==> src/rtl/uart_decode_if.sv <==
// System-side bundle of the UART packet decoder: the serial line in, packet and status out.
interface uart_decode_if #(
    parameter int PACKET_WIDTH = 4
);
    logic                         uart_stream;
    logic [PACKET_WIDTH-1:0][7:0] sys_packet;
    logic                         done;
    logic                         parity_error;
    logic                         frame_error;
    logic                         busy;

    modport master (
        input  uart_stream,
        output sys_packet, done, parity_error, frame_error, busy
    );

    modport slave (
        output uart_stream,
        input  sys_packet, done, parity_error, frame_error, busy
    );
endinterface

==> src/rtl/uart_decode.sv <==
// Oversampling UART receiver that reassembles PACKET_WIDTH even-parity bytes into one packet.
module uart_decode #(
    parameter int PACKET_WIDTH = 4,
    parameter int OVERSAMPLE   = 16,
    parameter int IDLE_TIMEOUT = 32
) (
    input logic           clk_baud,
    input logic           rst,
    uart_decode_if.master bus
);
    localparam int CW             = $clog2(OVERSAMPLE);
    localparam int IW             = $clog2(PACKET_WIDTH) + 1;
    localparam int TIMEOUT_CYCLES = IDLE_TIMEOUT * OVERSAMPLE;
    localparam int TW             = $clog2(TIMEOUT_CYCLES + 1);

    localparam logic [CW-1:0] MID_START    = CW'(OVERSAMPLE / 2 - 1);
    localparam logic [CW-1:0] MID_BIT      = CW'(OVERSAMPLE - 1);
    localparam logic [IW-1:0] LAST_INDEX   = IW'(PACKET_WIDTH - 1);
    localparam logic [TW-1:0] TIMEOUT_LAST = TW'(TIMEOUT_CYCLES - 1);

    localparam logic [2:0] S_IDLE   = 3'd0;
    localparam logic [2:0] S_START  = 3'd1;
    localparam logic [2:0] S_DATA   = 3'd2;
    localparam logic [2:0] S_PARITY = 3'd3;
    localparam logic [2:0] S_STOP   = 3'd4;
    localparam logic [2:0] S_BREAK  = 3'd5;

    logic [1:0]                   sync_ff;
    logic [1:0]                   sync_valid;
    logic                         armed;
    logic                         rx;
    logic [2:0]                   state;
    logic [CW-1:0]                sample_cnt;
    logic [2:0]                   bit_cnt;
    logic [7:0]                   shift;
    logic                         parity_bad;
    logic [IW-1:0]                index;
    logic                         pkt_parity;
    logic [PACKET_WIDTH-1:0][7:0] staging;
    logic [TW-1:0]                idle_cnt;
    logic                         commit;
    logic                         commit_parity;
    logic [PACKET_WIDTH-1:0][7:0] packet_q;
    logic                         done_q;
    logic                         parity_error_q;
    logic                         frame_error_q;
    logic                         mid_bit;

    assign rx      = sync_ff[1];
    assign mid_bit = (sample_cnt == MID_BIT);

    // armed only sets once a genuine high has passed through both flops, so a line
    // that is low when reset releases cannot be mistaken for a start bit.
    always_ff @(posedge clk_baud or posedge rst) begin
        if (rst) begin
            sync_ff    <= 2'b11;
            sync_valid <= 2'b00;
            armed      <= 1'b0;
        end else begin
            sync_ff    <= {sync_ff[0], bus.uart_stream};
            sync_valid <= {sync_valid[0], 1'b1};
            if (sync_valid[1] && rx)
                armed <= 1'b1;
        end
    end

    always_ff @(posedge clk_baud or posedge rst) begin
        if (rst) begin
            state         <= S_IDLE;
            sample_cnt    <= '0;
            bit_cnt       <= '0;
            shift         <= '0;
            parity_bad    <= 1'b0;
            index         <= '0;
            pkt_parity    <= 1'b0;
            staging       <= '0;
            idle_cnt      <= '0;
            commit        <= 1'b0;
            commit_parity <= 1'b0;
            frame_error_q <= 1'b0;
        end else begin
            commit        <= 1'b0;
            frame_error_q <= 1'b0;
            sample_cnt    <= mid_bit ? '0 : sample_cnt + 1'b1;
            case (state)
                S_IDLE: begin
                    if (armed && !rx) begin
                        state      <= S_START;
                        sample_cnt <= '0;
                        idle_cnt   <= '0;
                    end else if (index != '0) begin
                        if (idle_cnt == TIMEOUT_LAST) begin
                            index      <= '0;
                            pkt_parity <= 1'b0;
                            idle_cnt   <= '0;
                        end else begin
                            idle_cnt <= idle_cnt + 1'b1;
                        end
                    end else begin
                        idle_cnt <= '0;
                    end
                end
                S_START: begin
                    if (sample_cnt == MID_START) begin
                        if (rx) begin
                            state <= S_IDLE;
                        end else begin
                            state      <= S_DATA;
                            sample_cnt <= '0;
                            bit_cnt    <= '0;
                        end
                    end
                end
                S_DATA: begin
                    if (mid_bit) begin
                        shift[bit_cnt] <= rx;
                        bit_cnt        <= bit_cnt + 3'd1;
                        if (bit_cnt == 3'd7)
                            state <= S_PARITY;
                    end
                end
                S_PARITY: begin
                    if (mid_bit) begin
                        parity_bad <= rx ^ (^shift);
                        state      <= S_STOP;
                    end
                end
                // Leaving at mid-stop gives half a bit of slack to catch a back-to-back start.
                S_STOP: begin
                    if (mid_bit) begin
                        if (rx) begin
                            state <= S_IDLE;
                            for (int i = 0; i < PACKET_WIDTH; i++) begin
                                if (index == IW'(i))
                                    staging[i] <= shift;
                            end
                            if (index == LAST_INDEX) begin
                                commit        <= 1'b1;
                                commit_parity <= pkt_parity | parity_bad;
                                index         <= '0;
                                pkt_parity    <= 1'b0;
                            end else begin
                                index      <= index + 1'b1;
                                pkt_parity <= pkt_parity | parity_bad;
                            end
                        end else begin
                            frame_error_q <= 1'b1;
                            index         <= '0;
                            pkt_parity    <= 1'b0;
                            state         <= S_BREAK;
                        end
                    end
                end
                S_BREAK: begin
                    if (rx)
                        state <= S_IDLE;
                end
                default: state <= S_IDLE;
            endcase
        end
    end

    // The staging buffer is published one cycle after the last byte lands, so the
    // consumer always sees a whole packet change at once.
    always_ff @(posedge clk_baud or posedge rst) begin
        if (rst) begin
            packet_q       <= '0;
            done_q         <= 1'b0;
            parity_error_q <= 1'b0;
        end else begin
            done_q <= commit;
            if (commit) begin
                packet_q       <= staging;
                parity_error_q <= commit_parity;
            end
        end
    end

    assign bus.sys_packet   = packet_q;
    assign bus.done         = done_q;
    assign bus.parity_error = parity_error_q;
    assign bus.frame_error  = frame_error_q;
    assign bus.busy         = (state != S_IDLE) || (index != '0);
endmodule

==> src/flat_wrapper.sv <==
// flat-port wrapper written by rule: the top's interface ports become plain ports
module uart_decode_flat 
#(
    parameter int PACKET_WIDTH = 4,
    parameter int OVERSAMPLE   = 16,
    parameter int IDLE_TIMEOUT = 32
)
  (clk_baud, rst, bus_uart_stream, bus_sys_packet, bus_done, bus_parity_error, bus_frame_error, bus_busy);
  uart_decode_if #(.PACKET_WIDTH(PACKET_WIDTH)) bus_i ();
  input logic clk_baud;
  input logic rst;
  input wire logic [$bits(bus_i.uart_stream)-1:0] bus_uart_stream;
  output wire logic [$bits(bus_i.sys_packet)-1:0] bus_sys_packet;
  output wire logic [$bits(bus_i.done)-1:0] bus_done;
  output wire logic [$bits(bus_i.parity_error)-1:0] bus_parity_error;
  output wire logic [$bits(bus_i.frame_error)-1:0] bus_frame_error;
  output wire logic [$bits(bus_i.busy)-1:0] bus_busy;
  assign bus_i.uart_stream = bus_uart_stream;
  assign bus_sys_packet = bus_i.sys_packet;
  assign bus_done = bus_i.done;
  assign bus_parity_error = bus_i.parity_error;
  assign bus_frame_error = bus_i.frame_error;
  assign bus_busy = bus_i.busy;
  uart_decode #(.PACKET_WIDTH(PACKET_WIDTH), .OVERSAMPLE(OVERSAMPLE), .IDLE_TIMEOUT(IDLE_TIMEOUT)) u_core (.clk_baud(clk_baud), .rst(rst), .bus(bus_i));
endmodule
==> config.mk <==
export PLATFORM = sky130hd
export DESIGN_NAME = uart_decode_flat
export DESIGN_NICKNAME = d
export VERILOG_FILES = /design/src/rtl/uart_decode_if.sv /design/src/rtl/uart_decode.sv /design/src/flat_wrapper.sv
export SDC_FILE = /design/constraint.sdc
export NUM_CORES = 1
export LEC_CHECK = 0
export CAP_MARGIN = 20
export CORE_ASPECT_RATIO = 0.9
export CORE_MARGIN = 4
export CORE_UTILIZATION = 50
export DETAILED_ROUTE_END_ITERATION = 8
export PLACE_DENSITY = 0.67
export SLEW_MARGIN = 20
export SYNTH_ARGS = -nofsm -noshare
export SYNTH_HDL_FRONTEND = slang
export SYNTH_SLANG_ARGS = --single-unit
==> constraint.sdc <==
create_clock -name clk_baud -period 10.5 [get_ports clk_baud]
set_clock_uncertainty 0.1 [all_clocks]
set_input_delay 2.1 -clock clk_baud [delete_from_list [all_inputs] [get_ports clk_baud]]
set_output_delay 2.1 -clock clk_baud [all_outputs]
set_load 0.02 [all_outputs]
# [Word level (Yosys, flattened, before mapping)]
# Cells that the tools add are included.
# Widths: inputs -> output; s select.
[word_totals] word_cells=122 output_inout_bits=36 regBits=107 input_bits=3
[classes] n_eq_ne=23 reduce_logical=21 mux=46 n_lt_le_gt_ge=2 bitwise_logic=2 add_sub_neg=4
[op_table] cell="$mux 3" n=17
[op_table] cell="$mux 10" n=3
[op_table] cell="$reduce_and 4->1" n=5
[op_table] cell="$ne 2x1->1 const B" n=9
[op_table] cell="$pmux 3 s6" n=1
[op_table] cell="$mux 4" n=4
[op_table] cell="$mux 1" n=14
[op_table] cell="$eq 3x2->1 const B" n=4
[op_table] cell="$pmux 3 s2" n=2
[op_table] cell="$add 10x1->10 const B" n=1
[op_table] cell="$eq 10x9->1 const B" n=1
[op_table] cell="$eq 3x3->1 const B" n=3
[op_table] cell="$bwmux 8" n=1
[op_table] cell="$pmux 4 s2" n=1
[op_table] cell="$reduce_xor 8->1" n=1
[op_table] cell="$reduce_and 7->1" n=1
[op_table] cell="$add 3x1->3 const B" n=2
[op_table] cell="$eq 3x1->1 const B" n=2
[op_table] cell="$logic_not 3->1" n=2
[op_table] cell="$reduce_bool 3->1" n=2
[op_table] cell="$reduce_and 5->1" n=1
[op_table] cell="$add 4x1->4 const B" n=1
[op_table] cell="$eq 4x3->1 const B" n=1
[op_table] cell="$eq 4x4->1 const B" n=1
[op_table] cell="other kinds (13)" n=18

# [Longest topological paths before layout]
[logic_depth] word_depth=5 depth_mapped=8 depth_no_buf=7

# [Worst setup path before layout]
# Ideal clock, no wire load.
[synth_timing] path_kind="reg-to-output" from="register u_core.state[0]" to="output bus_busy" stages_incl_launch_ff=4 slack_ns=7.041 required_time_ns=8.300 t_arrival_ns=1.259 path_cell_list="dfrtp_1 -> clkbuf_1 -> nor3_1 -> nand2_1"
[synth_between] elab_chain_len=2
[synth_rtl] element="from (decl)" line_no="uart_decode.sv:32" rtl="logic [2:0] state;"
[synth_rtl] element="from (signal assigned)" line_no="uart_decode.sv:69" rtl="state <= S_IDLE;"
[synth_rtl] element="from (signal assigned)" line_no="uart_decode.sv:88" rtl="state <= S_START;"
[synth_rtl] element="from (signal assigned)" line_no="uart_decode.sv:106" rtl="state <= S_IDLE;"
[synth_rtl] element="$reduce_bool 3->1" line_no="uart_decode.sv:183" rtl="assign bus.busy = (state != S_IDLE) || (index != '0);"
[synth_rtl] element="$logic_or 1x1->1" line_no="uart_decode.sv:183"
[synth_rtl] element="to (decl)" line_no="flat_wrapper.sv:17" rtl="output wire logic [$bits(bus_i.busy)-1:0] bus_busy;"
# Every way passes these cells.

# [Worst setup path after layout]
# Same ends and word-level chain as after synthesis.

==> results.sh <==
export IMPL_ys_seq_area_share_pct=59.4
export IMPL_ios=39
export IMPL_area_growth_pct=15.1
export IMPL_fp_dieH_um=98.1
export IMPL_setup_viol=0
export IMPL_worstPathRequired_ns=8.30
export IMPL_instances_no_fill=506
export IMPL_grt_util_all_layers_pct=16.3
export IMPL_drt_wirelength_per_cell_um=15.9
export IMPL_setup_tns_ns=0
export IMPL_final_nets=394
export IMPL_cts_root_buf="clkbuf_8"
export IMPL_leakagePower_nw=2.44
export IMPL_rsz0062_at_grt="false"
export IMPL_cts_buffer_depth=2
export IMPL_ys_types=43
export IMPL_outcome="finished clean"
export IMPL_cts_resized=0
export IMPL_whs_endpoint="u_core.sync_valid[1]"
export IMPL_die_w_um=108
export IMPL_syn_cell_area_mm2=0.00451
export IMPL_dp_final_hpwl_um=5610
export IMPL_fin_crit_ns=4.45
export IMPL_avgSynthCellArea_um2=13.0
export IMPL_path_class="reg -> out"
export IMPL_synthArstFlopShare_pct=100
export IMPL_start_kind="register"
export IMPL_cts_hold_buf=0
export IMPL_reg2reg_slack_ns=7.87
export IMPL_setup_worst_path_start="u_core.state[0]"
export IMPL_nFillCells=728
export IMPL_maxCapViolations=0
export IMPL_ir_drop_mv=0.0753
export IMPL_grt_pass1_vias=2710
export IMPL_grt_util_met2_pct=25.0
export IMPL_syn_nets=357
export IMPL_grt_most_used_layer="met2"
export IMPL_num_antenna_cells=0
export IMPL_min_path_type="reg -> reg"
export IMPL_slew_headroom_pct=35.9
export IMPL_vias=2755
export IMPL_port_buffers=38
export IMPL_antenna_found_initial=0
export IMPL_routed_wl_um=8030
export IMPL_hold_viol=0
export IMPL_worst_r2r_cell_count=5
export IMPL_dp_cells=491
export IMPL_crit_fanout=13
export IMPL_multi_input_area_mm2=0.00174
export IMPL_post_cts_buffers=0
export IMPL_power_density_mw_per_mm2=151
export IMPL_r2r_start="u_core.sample_cnt[0]"
export IMPL_drtPass1Iterations=4
export IMPL_hold_depth=0
export IMPL_netlist_instances=346
export IMPL_final_cell_mix="105 x dfrtp_1, 71 x mux2_2, 38 x clkdlybuf4s50_1"
export IMPL_arrival_ns=2.25
export IMPL_regArea_mm2=0.00268
export IMPL_gp_congestion=0.802
export IMPL_via_per_inst=5.44
export IMPL_r2r_end="u_core.staging[4]"
export IMPL_grt_max_degree=63
export IMPL_ys_warn_count=0
export IMPL_finalCritPeriodShare_pct=42.4
export IMPL_drtIter0Drc=87
export IMPL_htreeDepth=3
export IMPL_die_area_mm2=0.0106
export IMPL_numCtsBuffers=9
export IMPL_initial_core_util_pct=51.9
export IMPL_cts_tree="built"
export IMPL_end_kind="output pin"
export IMPL_clk_latency_ns=0.36
export IMPL_tightest_slew_ns=0.953
export IMPL_grt_pass1_wl_um=13600
export IMPL_grt_overflow_total=0
export IMPL_drc=0
export IMPL_detail_route_antenna_nets=0
export IMPL_synth_seq_cells=107
export IMPL_core_area_mm2=0.00869
export IMPL_synthFlopType="dfrtp_1"
export IMPL_slew_violations=0
export IMPL_min_delay_start="u_core.sync_valid[0]"
export IMPL_clock_sinks=107
export IMPL_drive_gt1_share_pct=25.3
export IMPL_rows=32
export IMPL_max_freq_ghz=0.224
export IMPL_final_common_cell="dfrtp_1"
export IMPL_grtUsageMet1_pct=23.6
export IMPL_synth_edf_count=0
export IMPL_gr_usage_met3_pct=3.50
export IMPL_clk_pin_slew_ns=0.09
-- cell type report --
type | instances | area share, %
Clock buffer | 9 | 2.38
Clock inverter | 6 | 1.42
Inverter | 8 | 0.626
Multi-Input combinational cell | 217 | 33.5
Sequential cell | 107 | 51.6
Tap cell | 119 | 2.87
Timing Repair Buffer | 40 | 7.61
-- routing by layer --
metal  wire length (um)  vias up
met5                  0        -
met3                258        8
met2               3780       35
li1                   -     1319
met4                 84        0
met1               3910     1393
-- critical path, stage by stage, from the launching register on --
cell             delay (ns)
dfrtp_1                0.51
nor3_1                 0.73
nand2_1                0.11
clkdlybuf4s50_1        0.56
-- synthesized netlist by cell type (2+ instances only) --
cell type / count / area (um2)
dfstp_2: 2 / 52.6
mux2_2: 71 / 800
o31ai_1: 8 / 60.1
inv_1: 8 / 30.0
nor2b_1: 5 / 31.3
nor2_1: 7 / 26.3
and3_1: 4 / 25.0
a31oi_1: 8 / 50.1
xnor2_1: 7 / 61.3
buf_2: 3 / 15.0
nand2_1: 23 / 86.3
clkbuf_1: 10 / 37.5
dfrtp_1: 105 / 2630
ha_1: 8 / 100
a21oi_1: 4 / 20.0
a21o_1: 2 / 15.0
nand3b_1: 2 / 15.0
and2_1: 2 / 12.5
nand3_1: 11 / 55.1
a32o_1: 2 / 20.0
nand2b_1: 3 / 18.8
o21ai_0: 19 / 95.1
nor3_1: 7 / 35.0
xor2_1: 2 / 17.5
nor4_1: 5 / 31.3
-- report_power, final --
part / total [mW] / internal, mW / switching, mW
clock network: 0.250 / 0.112 / 0.138
logic: 0.0814 / 0.0352 / 0.0461
registers: 0.453 / 0.427 / 0.0261
total: 0.785 / 0.574 / 0.210
-- cell families after synthesis --
group / after synthesis / synth area share (%)
buffers and inverters: 22 / 2.08
flip-flops: 107 / 59.4
XOR/XNOR: 9 / 1.75
adder cells (fa/ha/maj): 8 / 2.22
multiplexers: 71 / 17.7
AND/OR/NAND/NOR: 77 / 9.15
other: 1 / 0.0831
AO/OA/AOI/OAI: 51 / 7.62
-- how the worst max path moves through the flow --
stage	endpoint	slack, ns
floorplan	u_core.armed	5.49
global placement	bus_busy	6.48
detailed placement	bus_busy	6.46
CTS	bus_busy	6.06
global route	bus_busy	5.92
finish	bus_busy	6.05
-- sequential cells by signal, indices dropped and copies added, names as in the netlist, 2 cells and up --
name,count
u_core.index,3
u_core.bus.sys_packet,32
u_core.staging,32
u_core.bit_cnt,3
u_core.sync_ff,2
u_core.state,3
u_core.shift,8
u_core.idle_cnt,10
u_core.sync_valid,2
u_core.sample_cnt,4
-- per-stage QoR --
step | hold WS (ns) | setup WS [ns] | util, % | power [mW] | area (um2)
final | 0.258 | 6.05 | 59.8 | 0.785 | 5190
after global routing | 0.272 | 5.92 | 59.8 | 0.824 | 5190
after CTS | 0.263 | 6.06 | 59.8 | 0.794 | 5190
after detailed placement | 0.239 | 6.46 | 57.5 | 0.543 | 5000
after global placement | 0.236 | 6.48 | 57.5 | 0.541 | 5000
after floorplan | 0.231 | 5.49 | - | 0.523 | 4510
Power figures use the tool's default switching activity.
